File: src/rtl/ws2812_encoder_pkg.sv
// Shared LED definitions: encoder state encoding and default WS2812 timing, also
// used by the frame buffer reader.
package ws2812_encoder_pkg;

    localparam logic [1:0] ST_IDLE  = 2'd0;
    localparam logic [1:0] ST_HIGH  = 2'd1;
    localparam logic [1:0] ST_LOW   = 2'd2;
    localparam logic [1:0] ST_LATCH = 2'd3;

    localparam int WS_T0H    = 14;
    localparam int WS_T1H    = 29;
    localparam int WS_TBIT   = 48;
    localparam int WS_TLATCH = 1440;

    function automatic int max_int(input int a, input int b);
        return (a > b) ? a : b;
    endfunction

endpackage

File: src/rtl/ws2812_encoder.sv
// WS2812 serial encoder: turns 24-bit GRB words into NRZ high/low pulses, MSB first,
// with zero-gap chaining of words inside a frame and a latch period after the last one.
module ws2812_encoder
    import ws2812_encoder_pkg::*;
#(
    parameter int T0H    = WS_T0H,
    parameter int T1H    = WS_T1H,
    parameter int TBIT   = WS_TBIT,
    parameter int TLATCH = WS_TLATCH
) (
    input  logic        clock,
    input  logic        resetq,
    input  logic [23:0] grb,
    input  logic        last,
    input  logic        valid,
    output logic        ready,
    output logic        dout,
    output logic        busy
);

    localparam int CW = $clog2(max_int(TBIT, TLATCH) + 1);

    // Counter reload values are "duration - 1" because the phase ends when the counter hits 0.
    localparam logic [CW-1:0] HIGH0_LD = CW'(T0H - 1);
    localparam logic [CW-1:0] HIGH1_LD = CW'(T1H - 1);
    localparam logic [CW-1:0] LOW0_LD  = CW'(TBIT - T0H - 1);
    localparam logic [CW-1:0] LOW1_LD  = CW'(TBIT - T1H - 1);
    localparam logic [CW-1:0] LATCH_LD = CW'(TLATCH - 1);

    logic [1:0]    state_q, state_d;
    logic [CW-1:0] cnt_q, cnt_d;
    logic [23:0]   shift_q, shift_d;
    logic [4:0]    bit_q, bit_d;
    logic          last_q, last_d;
    logic          dout_q, dout_d;

    logic cnt_zero;
    logic xfer;

    assign cnt_zero = (cnt_q == '0);
    assign ready    = (state_q == ST_IDLE) ||
                      (state_q == ST_LOW && cnt_zero && bit_q == 5'd0 && !last_q);
    assign xfer     = valid && ready;
    assign busy     = (state_q != ST_IDLE);
    assign dout     = dout_q;

    always_comb begin
        state_d = state_q;
        cnt_d   = cnt_q;
        shift_d = shift_q;
        bit_d   = bit_q;
        last_d  = last_q;

        case (state_q)
            ST_IDLE: begin
                if (xfer) begin
                    shift_d = grb;
                    last_d  = last;
                    bit_d   = 5'd23;
                    cnt_d   = grb[23] ? HIGH1_LD : HIGH0_LD;
                    state_d = ST_HIGH;
                end
            end
            ST_HIGH: begin
                if (cnt_zero) begin
                    cnt_d   = shift_q[23] ? LOW1_LD : LOW0_LD;
                    state_d = ST_LOW;
                end else begin
                    cnt_d = cnt_q - 1'b1;
                end
            end
            ST_LOW: begin
                if (!cnt_zero) begin
                    cnt_d = cnt_q - 1'b1;
                end else if (bit_q != 5'd0) begin
                    shift_d = {shift_q[22:0], 1'b0};
                    bit_d   = bit_q - 5'd1;
                    cnt_d   = shift_q[22] ? HIGH1_LD : HIGH0_LD;
                    state_d = ST_HIGH;
                end else if (last_q) begin
                    cnt_d   = LATCH_LD;
                    state_d = ST_LATCH;
                end else if (xfer) begin
                    // Next word of the frame starts right after this bit, no gap.
                    shift_d = grb;
                    last_d  = last;
                    bit_d   = 5'd23;
                    cnt_d   = grb[23] ? HIGH1_LD : HIGH0_LD;
                    state_d = ST_HIGH;
                end else begin
                    state_d = ST_IDLE;
                end
            end
            default: begin
                if (cnt_zero) begin
                    state_d = ST_IDLE;
                end else begin
                    cnt_d = cnt_q - 1'b1;
                end
            end
        endcase

        dout_d = (state_d == ST_HIGH);
    end

    always_ff @(posedge clock or negedge resetq) begin
        if (!resetq) begin
            state_q <= ST_IDLE;
            cnt_q   <= '0;
            shift_q <= '0;
            bit_q   <= '0;
            last_q  <= 1'b0;
            dout_q  <= 1'b0;
        end else begin
            state_q <= state_d;
            cnt_q   <= cnt_d;
            shift_q <= shift_d;
            bit_q   <= bit_d;
            last_q  <= last_d;
            dout_q  <= dout_d;
        end
    end

endmodule
File: config.mk
export PLATFORM = sky130hd
export DESIGN_NAME = ws2812_encoder
export DESIGN_NICKNAME = d
export VERILOG_FILES = /design/src/rtl/ws2812_encoder_pkg.sv /design/src/rtl/ws2812_encoder.sv
export SDC_FILE = /design/constraint.sdc
export NUM_CORES = 1
export LEC_CHECK = 0
export ABC_AREA = 1
export CAP_MARGIN = 20
export CORE_MARGIN = 2
export CORE_UTILIZATION = 55
export CTS_CLUSTER_DIAMETER = 80
export CTS_CLUSTER_SIZE = 25
export DETAILED_ROUTE_END_ITERATION = 10
export GPL_TIMING_DRIVEN = 1
export PLACE_DENSITY = 0.81
export SYNTH_ARGS = -nofsm -noshare
export SYNTH_HDL_FRONTEND = slang
export SYNTH_SLANG_ARGS = --single-unit
File: constraint.sdc
create_clock -name clock -period 3.2 [get_ports clock]
set_input_delay 0.32 -clock clock [delete_from_list [all_inputs] [get_ports clock]]
set_output_delay 0.32 -clock clock [all_outputs]
set_load 0.05 [all_outputs]
==> results of run 1 <==
## routing by layer
layer	routed length (um)	global-route usage, %	up-vias
met1	2910	36.4	1172
met3	374	4.34	14
met5	0	0	-
li1	-	-	1210
met2	2920	37.8	96
met4	113	9.90	0
## through the flow
stage / hold WS (ps) / std cells
floorplan: 24.4 / 345
global placement: 482 / 436
detailed placement: 486 / 436
CTS: 206 / 443
global route: 253 / 443
finish: 157 / 443
## final cells by class
cell class | count | area (um^2)
Fill cell | 408 | 1590
Multi-Input combinational cell | 241 | 1360
Sequential cell | 44 | 1100
Timing Repair Buffer | 32 | 310
Inverter | 52 | 200
Tap cell | 67 | 83.8
Clock buffer | 5 | 68.8
Clock inverter | 2 | 12.5
## cell usage after synthesis (4+ instances only)
cell type / n / share of area (%)
a21oi_1: 14 / 2.6
nor3_1: 11 / 2.0
dfrtp_1: 44 / 41
ha_1: 8 / 3.7
nor2_1: 53 / 7.3
o221ai_1: 4 / 1.3
xor2_1: 8 / 2.6
a31oi_1: 6 / 1.4
nand3_1: 14 / 2.6
inv_2: 4 / 0.55
o22ai_1: 19 / 4.4
o21ai_0: 21 / 3.9
inv_1: 47 / 6.5
nand2_1: 54 / 7.5
## worst min path at each step
stage,from,to,slack (ps)
floorplan,resetq,bit_q[0],20
global placement,bit_q[4],bit_q[4],480
detailed placement,bit_q[0],bit_q[0],490
CTS,resetq,cnt_q[7],210
global route,resetq,cnt_q[7],250
finish,resetq,cnt_q[6],160
## power by group
group,internal [mW],switching [mW]
sequential,0.557,0.00292
combinational,0.0314,0.0209
clock,0.148,0.191
total,0.737,0.215
## flip-flops by register name (all words and copies together), names as in the netlist
signal	cells
dout	1
shift_q	24
bit_q	5
cnt_q	11
last_q	1
state_q	2
## logic make-up after synthesis
| family | share of synthesized area (%) |
|---|---|
| and+or+nand+nor | 26.4 |
| AOI/OAI and AO/OA | 17.2 |
| buffers and inverters | 9.19 |
| DFF | 40.6 |
| xor gates and xnor gates | 2.91 |
| adders and majority gates | 3.69 |
## layout by cell type, fill, tap and decap left out, types with 2 or more instances in the layout
master and n:
nor3_1 11, o21ai_0 21, nand3_1 14, nor2_8 2, a21oi_1 14, o221ai_2 2, nand2_1 54, dfrtp_1 44
inv_2 4, buf_4 2, o221ai_1 4, a221oi_1 3, clkdlybuf4s50_1 29, nor2_1 53, o22ai_1 19, a31oi_1 6
inv_1 47, nand2_4 3, nor2_4 3, ha_1 8, o211ai_1 2, xor2_1 8, nor2_2 2, clkbuf_8 5
## worst max-delay path, stage by stage, from the launching register on
cell and delay [ps]:
dfrtp_1 420, inv_1 110, ha_1 330, inv_1 230, o21ai_1 250, nand2_1 130
inv_1 60, clkdlybuf4s50_1 790
==> out/results.tsv, run 1 <==
metric	value	unit
drc	0	
grt_max_degree	45	
die_x	74.2	um
hold_violations	0	
slew_violations	0	
antenna_found_initial	0	
place_area	3060	um^2
synth_area	2710	um^2
cts_tree	done	
cts_resized	0	
post_cts_buffers	0	
row_count	25	
run_status	finished clean	
yosys_warnings	0	
total_power	951	uW
mappedNetlistNets	381	
die_area	5500	um^2
skew	10.3	ps
synth-seq-cells	44	
async_flop_share	100	%
overflow	0	
path_max_fanout	7	
drive_gt1_share	8.51	%
cp-end-kind	output pin	
yosysSeqAreaShare	40.6	%
die_y	74.2	um
place_congestion	0.945	
worstSetupStartpointType	flip-flop	
reg2reg_depth	9	
cts_root_buf	clkbuf_8	
crit_end	ready	
timing.final.ws_setup	284	ps
clk_pin_slew	90	ps
pwr_density_cell	303	nW/um^2
min_period	2920	ps
grt_pass1_wl	10.5	mm
fin_crit_sh	91.1	%
critPathRequiredTime	2880	ps
cts_made_buffers	5	
critPathKind	flip-flop to output pin	
r2r_setup_slack	500	ps
area_growth	15.7	%
grt_pass1_vias	2189	
holdCritPathClass	input pin to async pin	
ys.flop_type	dfrtp_1	
setup_tns	0	ps
h-tree-depth	2	
maxCapViolations	0	
post-place-ws	574	ps
leakagePower	1.57	nW
final_cell_area	3140	um^2
dr.pass1.iters	6	
fin_util	66.4	%
drtIter0Drc	225	
io_buffers	30	
rr_endpoint	shift_q[10]	
vias_per_cell	5.63	
cts_buffer_depth	2	
vdd_ir_drop_max	0.227	mV
regToRegStartpoint	state_q[0]	
io_pins	31	
arrival	2600	ps
wl_per_cell	14.3	um
synth-edff-count	0	
syn_inst	345	
max_freq	343	MHz
avgSynthCellArea	7.86	um^2
core_area	4720	um^2
grt_setup_unrepaired	no	
hpwl	4.67	mm
cts_sinks	44	
routed-via-count	2492	
yosysUniqueCellTypes	38	
start_util	57.4	%
relSlewSlack	35.5	%
clkLatencyLatePin	300	ps
fin_nets	412	
cts_hold_buf	0	
grt_usage	25.2	%
antennaDiodeCount	0	
crit_start	state_q[0]	
setup_viol	0	
worst_pin_slew	967	ps
ant_nets	0	
wirelength	6.32	mm
Note: power is estimated with default switching activity, not from simulation.
==> run 2, diff against run 1 <==
--- a/config.mk
+++ b/config.mk
@@ -7,6 +7,7 @@
 export LEC_CHECK = 0
 export ABC_AREA = 1
 export CAP_MARGIN = 20
+export CORE_ASPECT_RATIO = 0.75
 export CORE_MARGIN = 2
 export CORE_UTILIZATION = 55
 export CTS_CLUSTER_DIAMETER = 80
==> out/results.tsv, run 2 (synthesized netlist as in run 1, its figures left out) <==
metric	value	unit	change
run_status	finished clean		unchanged
hpwl	4.78	mm	was 4.67 mm
crit_buf_inv	4		unchanged
reg2reg_depth	13		was 9
fin_nets	412		unchanged
die_x	85.1	um	was 74.2 um
routed-via-count	2506		was 2,492
critical_path.cell_chain	inv_1 -> ha_1 -> inv_1 -> nor2_1 -> nand3_2 -> nor2_8 -> nand2_4 -> nand2_4 -> nand2_1 -> inv_1 -> clkdlybuf4s50_1		was inv_1 -> ha_1 -> inv_1 -> o21ai_1 -> nand2_1 -> inv_1 -> clkdlybuf4s50_1
clkLatencyLatePin	300	ps	about the same
hold_violations	0		unchanged
cpPeakStageDelay	790	ps	about the same
ant_nets	0		unchanged
leakagePower	1.57	nW	about the same
fin_util	65.2	%	was 66.4%
vias_per_cell	5.73		was 5.63
post-place-ws	563	ps	was 574 ps
cts_made_buffers	5		unchanged
final_common_cell	nand2_1		unchanged
vdd_ir_drop_max	0.196	mV	was 0.227 mV
r2r_setup_slack	530	ps	was 500 ps
grt_pass1_wl	11.0	mm	was 10.5 mm
cts_tree	done		unchanged
cts_resized	0		unchanged
instances_no_fill	437		was 443
grt_setup_unrepaired	no		unchanged
wl_per_cell	14.6	um	was 14.3 um
area_growth	15.9	%	was 15.7%
grt_max_degree	45		unchanged
skew	10.9	ps	was 10.3 ps
drive_gt1_share	8.49	%	was 8.51%
setup_tns	0	ps	unchanged
top_regs	shift_q (24), cnt_q (11), bit_q (5)		unchanged
max_freq	340	MHz	was 343 MHz
core_area	4820	um^2	was 4720 um^2
fin_crit_sh	92.0	%	was 91.1%
wirelength	6.37	mm	was 6.32 mm
drc	0		unchanged
start_util	56.3	%	was 57.4%
path_delay_family	buffers and inverters		unchanged
worst_pin_slew	957	ps	was 967 ps
cp-end-kind	output pin		unchanged
pwr_density_cell	313	nW/um^2	was 303 nW/um^2
place_congestion	0.989		was 0.945
critPathKind	flip-flop to output pin		unchanged
antennaDiodeCount	0		unchanged
grt_usage	25.1	%	was 25.2%
clk_pin_slew	90	ps	about the same
cts_sinks	44		unchanged
min_period	2940	ps	was 2920 ps
row_count	22		was 25
timing.final.ws_setup	256	ps	was 284 ps
overflow	0		unchanged
antenna_found_initial	0		unchanged
path_common_cell	inv_1		unchanged
top_register	shift_q		unchanged
hold-worst-slack	159	ps	was 157 ps
drtIter0Drc	255		was 225
holdCritPathClass	input pin to async pin		unchanged
largest_reg_flops	24		unchanged
slew_violations	0		unchanged
critPathSlowestCell	clkdlybuf4s50_1		unchanged
critPathRequiredTime	2880	ps	about the same
path_max_fanout	10		was 7
relSlewSlack	36.2	%	was 35.5%
io_buffers	30		unchanged
die_y	64.8	um	was 74.2 um
cts_hold_buf	0		unchanged
cts_buffer_depth	2		unchanged
io_pins	31		unchanged
maxCapViolations	0		unchanged
most-common-layout-cells	nand2_1 (54), nor2_1 (53), inv_1 (47)		unchanged
cts_root_buf	clkbuf_8		unchanged
regToRegStartpoint	cnt_q[0]		was state_q[0]
die_area	5510	um^2	was 5500 um^2
setup_viol	0		unchanged
grt_pass1_vias	2272		was 2,189
h-tree-depth	2		unchanged
dp.cells	429		was 436
rr_endpoint	shift_q[2]		was shift_q[10]
dr.pass1.iters	5		was 6
post_cts_buffers	0		unchanged
arrival	2620	ps	was 2600 ps
worstSetupStartpointType	flip-flop		unchanged
-- run 2: cell type report --
cell class                      count  area [um^2]
Fill cell                         384         1680
Multi-Input combinational cell    241         1360
Sequential cell                    44         1100
Timing Repair Buffer               32          310
Inverter                           52          200
Clock buffer                        7         86.3
Tap cell                           60         75.1
Clock inverter                      1         7.51
-- run 2: stage by stage --
stage | area (um^2) | total power, mW
floorplan | 2710 | 0.578
global placement | 3050 | 0.625
detailed placement | 3050 | 0.625
CTS | 3140 | 0.985
global route | 3140 | 1.01
finish | 3140 | 0.982
-- run 2: power breakdown --
| group | internal (mW) | switching [mW] | leakage [nW] |
|---|---|---|---|
| Combinational | 0.0315 | 0.0211 | 0.982 |
| Sequential | 0.557 | 0.00306 | 0.546 |
| Clock | 0.176 | 0.193 | 0.0445 |
-- run 2: worst max-delay path by stage --
stage | start | end | cells after the start
CTS | cnt_q[0] | ready | 11
finish | cnt_q[0] | ready | 11
detailed placement | cnt_q[0] | shift_q[2] | 13
global placement | state_q[0] | ready | 7
global route | cnt_q[0] | ready | 11
floorplan | state_q[0] | shift_q[11] | 11
-- run 2: routing by layer --
| layer | track usage [%] | vias to the layer above | share of wire [%] |
|---|---|---|---|
| met5 | 0 | - | 0 |
| met4 | 5.16 | 0 | 0.69 |
| met3 | 7.90 | 8 | 9.0 |
| met2 | 33.6 | 121 | 41 |
| met1 | 39.5 | 1164 | 50 |
| li1 | - | 1213 | - |
==> run 3, diff against run 2 <==
--- a/config.mk
+++ b/config.mk
@@ -7,14 +7,16 @@
 export LEC_CHECK = 0
 export ABC_AREA = 1
 export CAP_MARGIN = 20
+export CELL_PAD_IN_SITES_DETAIL_PLACEMENT = 1
+export CELL_PAD_IN_SITES_GLOBAL_PLACEMENT = 2
 export CORE_ASPECT_RATIO = 0.75
 export CORE_MARGIN = 2
-export CORE_UTILIZATION = 55
+export CORE_UTILIZATION = 36
 export CTS_CLUSTER_DIAMETER = 80
 export CTS_CLUSTER_SIZE = 25
 export DETAILED_ROUTE_END_ITERATION = 10
 export GPL_TIMING_DRIVEN = 1
-export PLACE_DENSITY = 0.81
+export PLACE_DENSITY = 0.89
 export SYNTH_ARGS = -nofsm -noshare
 export SYNTH_HDL_FRONTEND = slang
 export SYNTH_SLANG_ARGS = --single-unit
==> out/results.tsv, run 3 (synthesized netlist as in run 1, its figures left out) <==
metric	value	unit	change
timing.final.ws_setup	222	ps	was 256 ps
hpwl	6.07	mm	was 4.78 mm
drc	0		unchanged
die_area	8250	um^2	was 5510 um^2
antenna_found_initial	0		unchanged
critPathRequiredTime	2880	ps	about the same
place_congestion	0.888		was 0.989
core_area	7330	um^2	was 4820 um^2
vdd_ir_drop_max	0.166	mV	was 0.196 mV
cts_sinks	44		unchanged
hold-worst-slack	68.2	ps	was 159 ps
fin_nets	414		was 412
slew_violations	0		unchanged
worstSetupStartpointType	flip-flop		unchanged
clk_pin_slew	90	ps	about the same
grt_usage	20.5	%	was 25.1%
routed-via-count	2494		was 2,506
largest_reg_flops	24		unchanged
min_period	2980	ps	was 2940 ps
top_register	shift_q		unchanged
pwr_density_cell	326	nW/um^2	was 313 nW/um^2
relSlewSlack	49.0	%	was 36.2%
cp-end-kind	output pin		unchanged
area_growth	18.8	%	was 15.9%
row_count	27		was 22
skew	3.70	ps	was 10.9 ps
most-common-layout-cells	nand2_1 (54), nor2_1 (53), inv_1 (47)		unchanged
antennaDiodeCount	0		unchanged
maxCapViolations	0		unchanged
hold_violations	0		unchanged
overflow	0		unchanged
post-place-ws	431	ps	was 563 ps
drive_gt1_share	8.97	%	was 8.49%
worst_pin_slew	764	ps	was 957 ps
grt_pass1_vias	2486		was 2,272
wirelength	7.92	mm	was 6.37 mm
fin_crit_sh	93.0	%	was 92.0%
holdCritPathClass	input pin to async pin		unchanged
grt_setup_unrepaired	no		unchanged
top_regs	shift_q (24), cnt_q (11), bit_q (5)		unchanged
clkLatencyLatePin	300	ps	about the same
grt_pass1_wl	13.2	mm	was 11.0 mm
cts_root_buf	clkbuf_8		unchanged
r2r_setup_slack	410	ps	was 530 ps
h-tree-depth	2		unchanged
setup_tns	0	ps	unchanged
die_x	104	um	was 85.1 um
drtIter0Drc	160		was 255
leakagePower	1.59	nW	was 1.57 nW
dr.pass1.iters	4		was 5
start_util	37.0	%	was 56.3%
ant_nets	0		unchanged
grt_max_degree	31		was 45
io_pins	31		unchanged
vias_per_cell	5.20		was 5.73
wl_per_cell	16.5	um	was 14.6 um
die_y	79.1	um	was 64.8 um
io_buffers	30		unchanged
path_max_fanout	10		unchanged
cts_hold_buf	0		unchanged
post_cts_buffers	0		unchanged
arrival	2660	ps	was 2620 ps
cts_tree	done		unchanged
max_freq	336	MHz	was 340 MHz
final_common_cell	nand2_1		unchanged
run_status	finished clean		unchanged
critPathKind	flip-flop to output pin		unchanged
final_cell_area	3220	um^2	was 3140 um^2
setup_viol	0		unchanged
cts_resized	0		unchanged
place_area	3110	um^2	was 3050 um^2
cts_buffer_depth	2		unchanged
cts_made_buffers	5		unchanged
-- run 3: changes by cell type in the layout (fill, tap and decap cells not counted), sizes merged --
cell / previous run / this run
clkinv: 1 / 2
clkinvlp: 1 / 0
buf: 3 / 5
clkbuf: 7 / 6
bufinv: 0 / 1
-- run 3: final cells by class --
cell class,count,area [um^2]
clock buffer,6,72.6
clock inverter,2,35.0
fill,914,4110
inverter,52,200
multi-input combinational,241,1360
sequential,44,1100
tap,101,126
timing repair buffer,34,325
-- run 3: worst paths after layout --
kind                         endpoint     start  cells after the start
setup reg to reg           shift_q[7]  cnt_q[0]                     13
setup / recovery                ready  cnt_q[0]                     11
hold / removal               cnt_q[7]    resetq                      1
max in group asynchronous    bit_q[2]    resetq                      2
min in group clock           bit_q[4]  bit_q[4]                      2
hold reg to reg              bit_q[4]  bit_q[4]                      2
-- run 3: stage by stage --
stage          power (mW)  util [%]  instances
2_1_floorplan       0.578         -        345
3_3_place_gp        0.628      42.5        472
3_5_place_dp        0.628      42.5        472
4_1_cts              1.06      43.9        480
5_1_grt              1.09      43.9        480
6_report             1.05      43.9        480
-- run 3: worst max-delay path, cell delays in order (launching register included) --
cell,delay (ps)
dfrtp_1,420
inv_1,140
ha_1,160
inv_1,60
nor2_1,120
nand3_2,130
nor2_8,190
nand2_4,100
nand2_4,100
nand2_1,80
inv_1,70
clkdlybuf4s50_1,790
-- run 3: where the power goes --
group / leakage [nW] / switching [mW] / internal, mW
Clock: 0.0552 / 0.202 / 0.232
Combinational: 0.991 / 0.0228 / 0.0323
Sequential: 0.546 / 0.00301 / 0.557
Total: 1.59 / 0.228 / 0.822
-- run 3: routing by layer --
layer	routed length (um)	global-route usage [%]	vias to the layer above
li1	-	-	1213
met1	4100	30.5	1231
met2	3400	30.9	48
met3	382	4.43	2
met4	35	3.65	0
met5	0	0	-
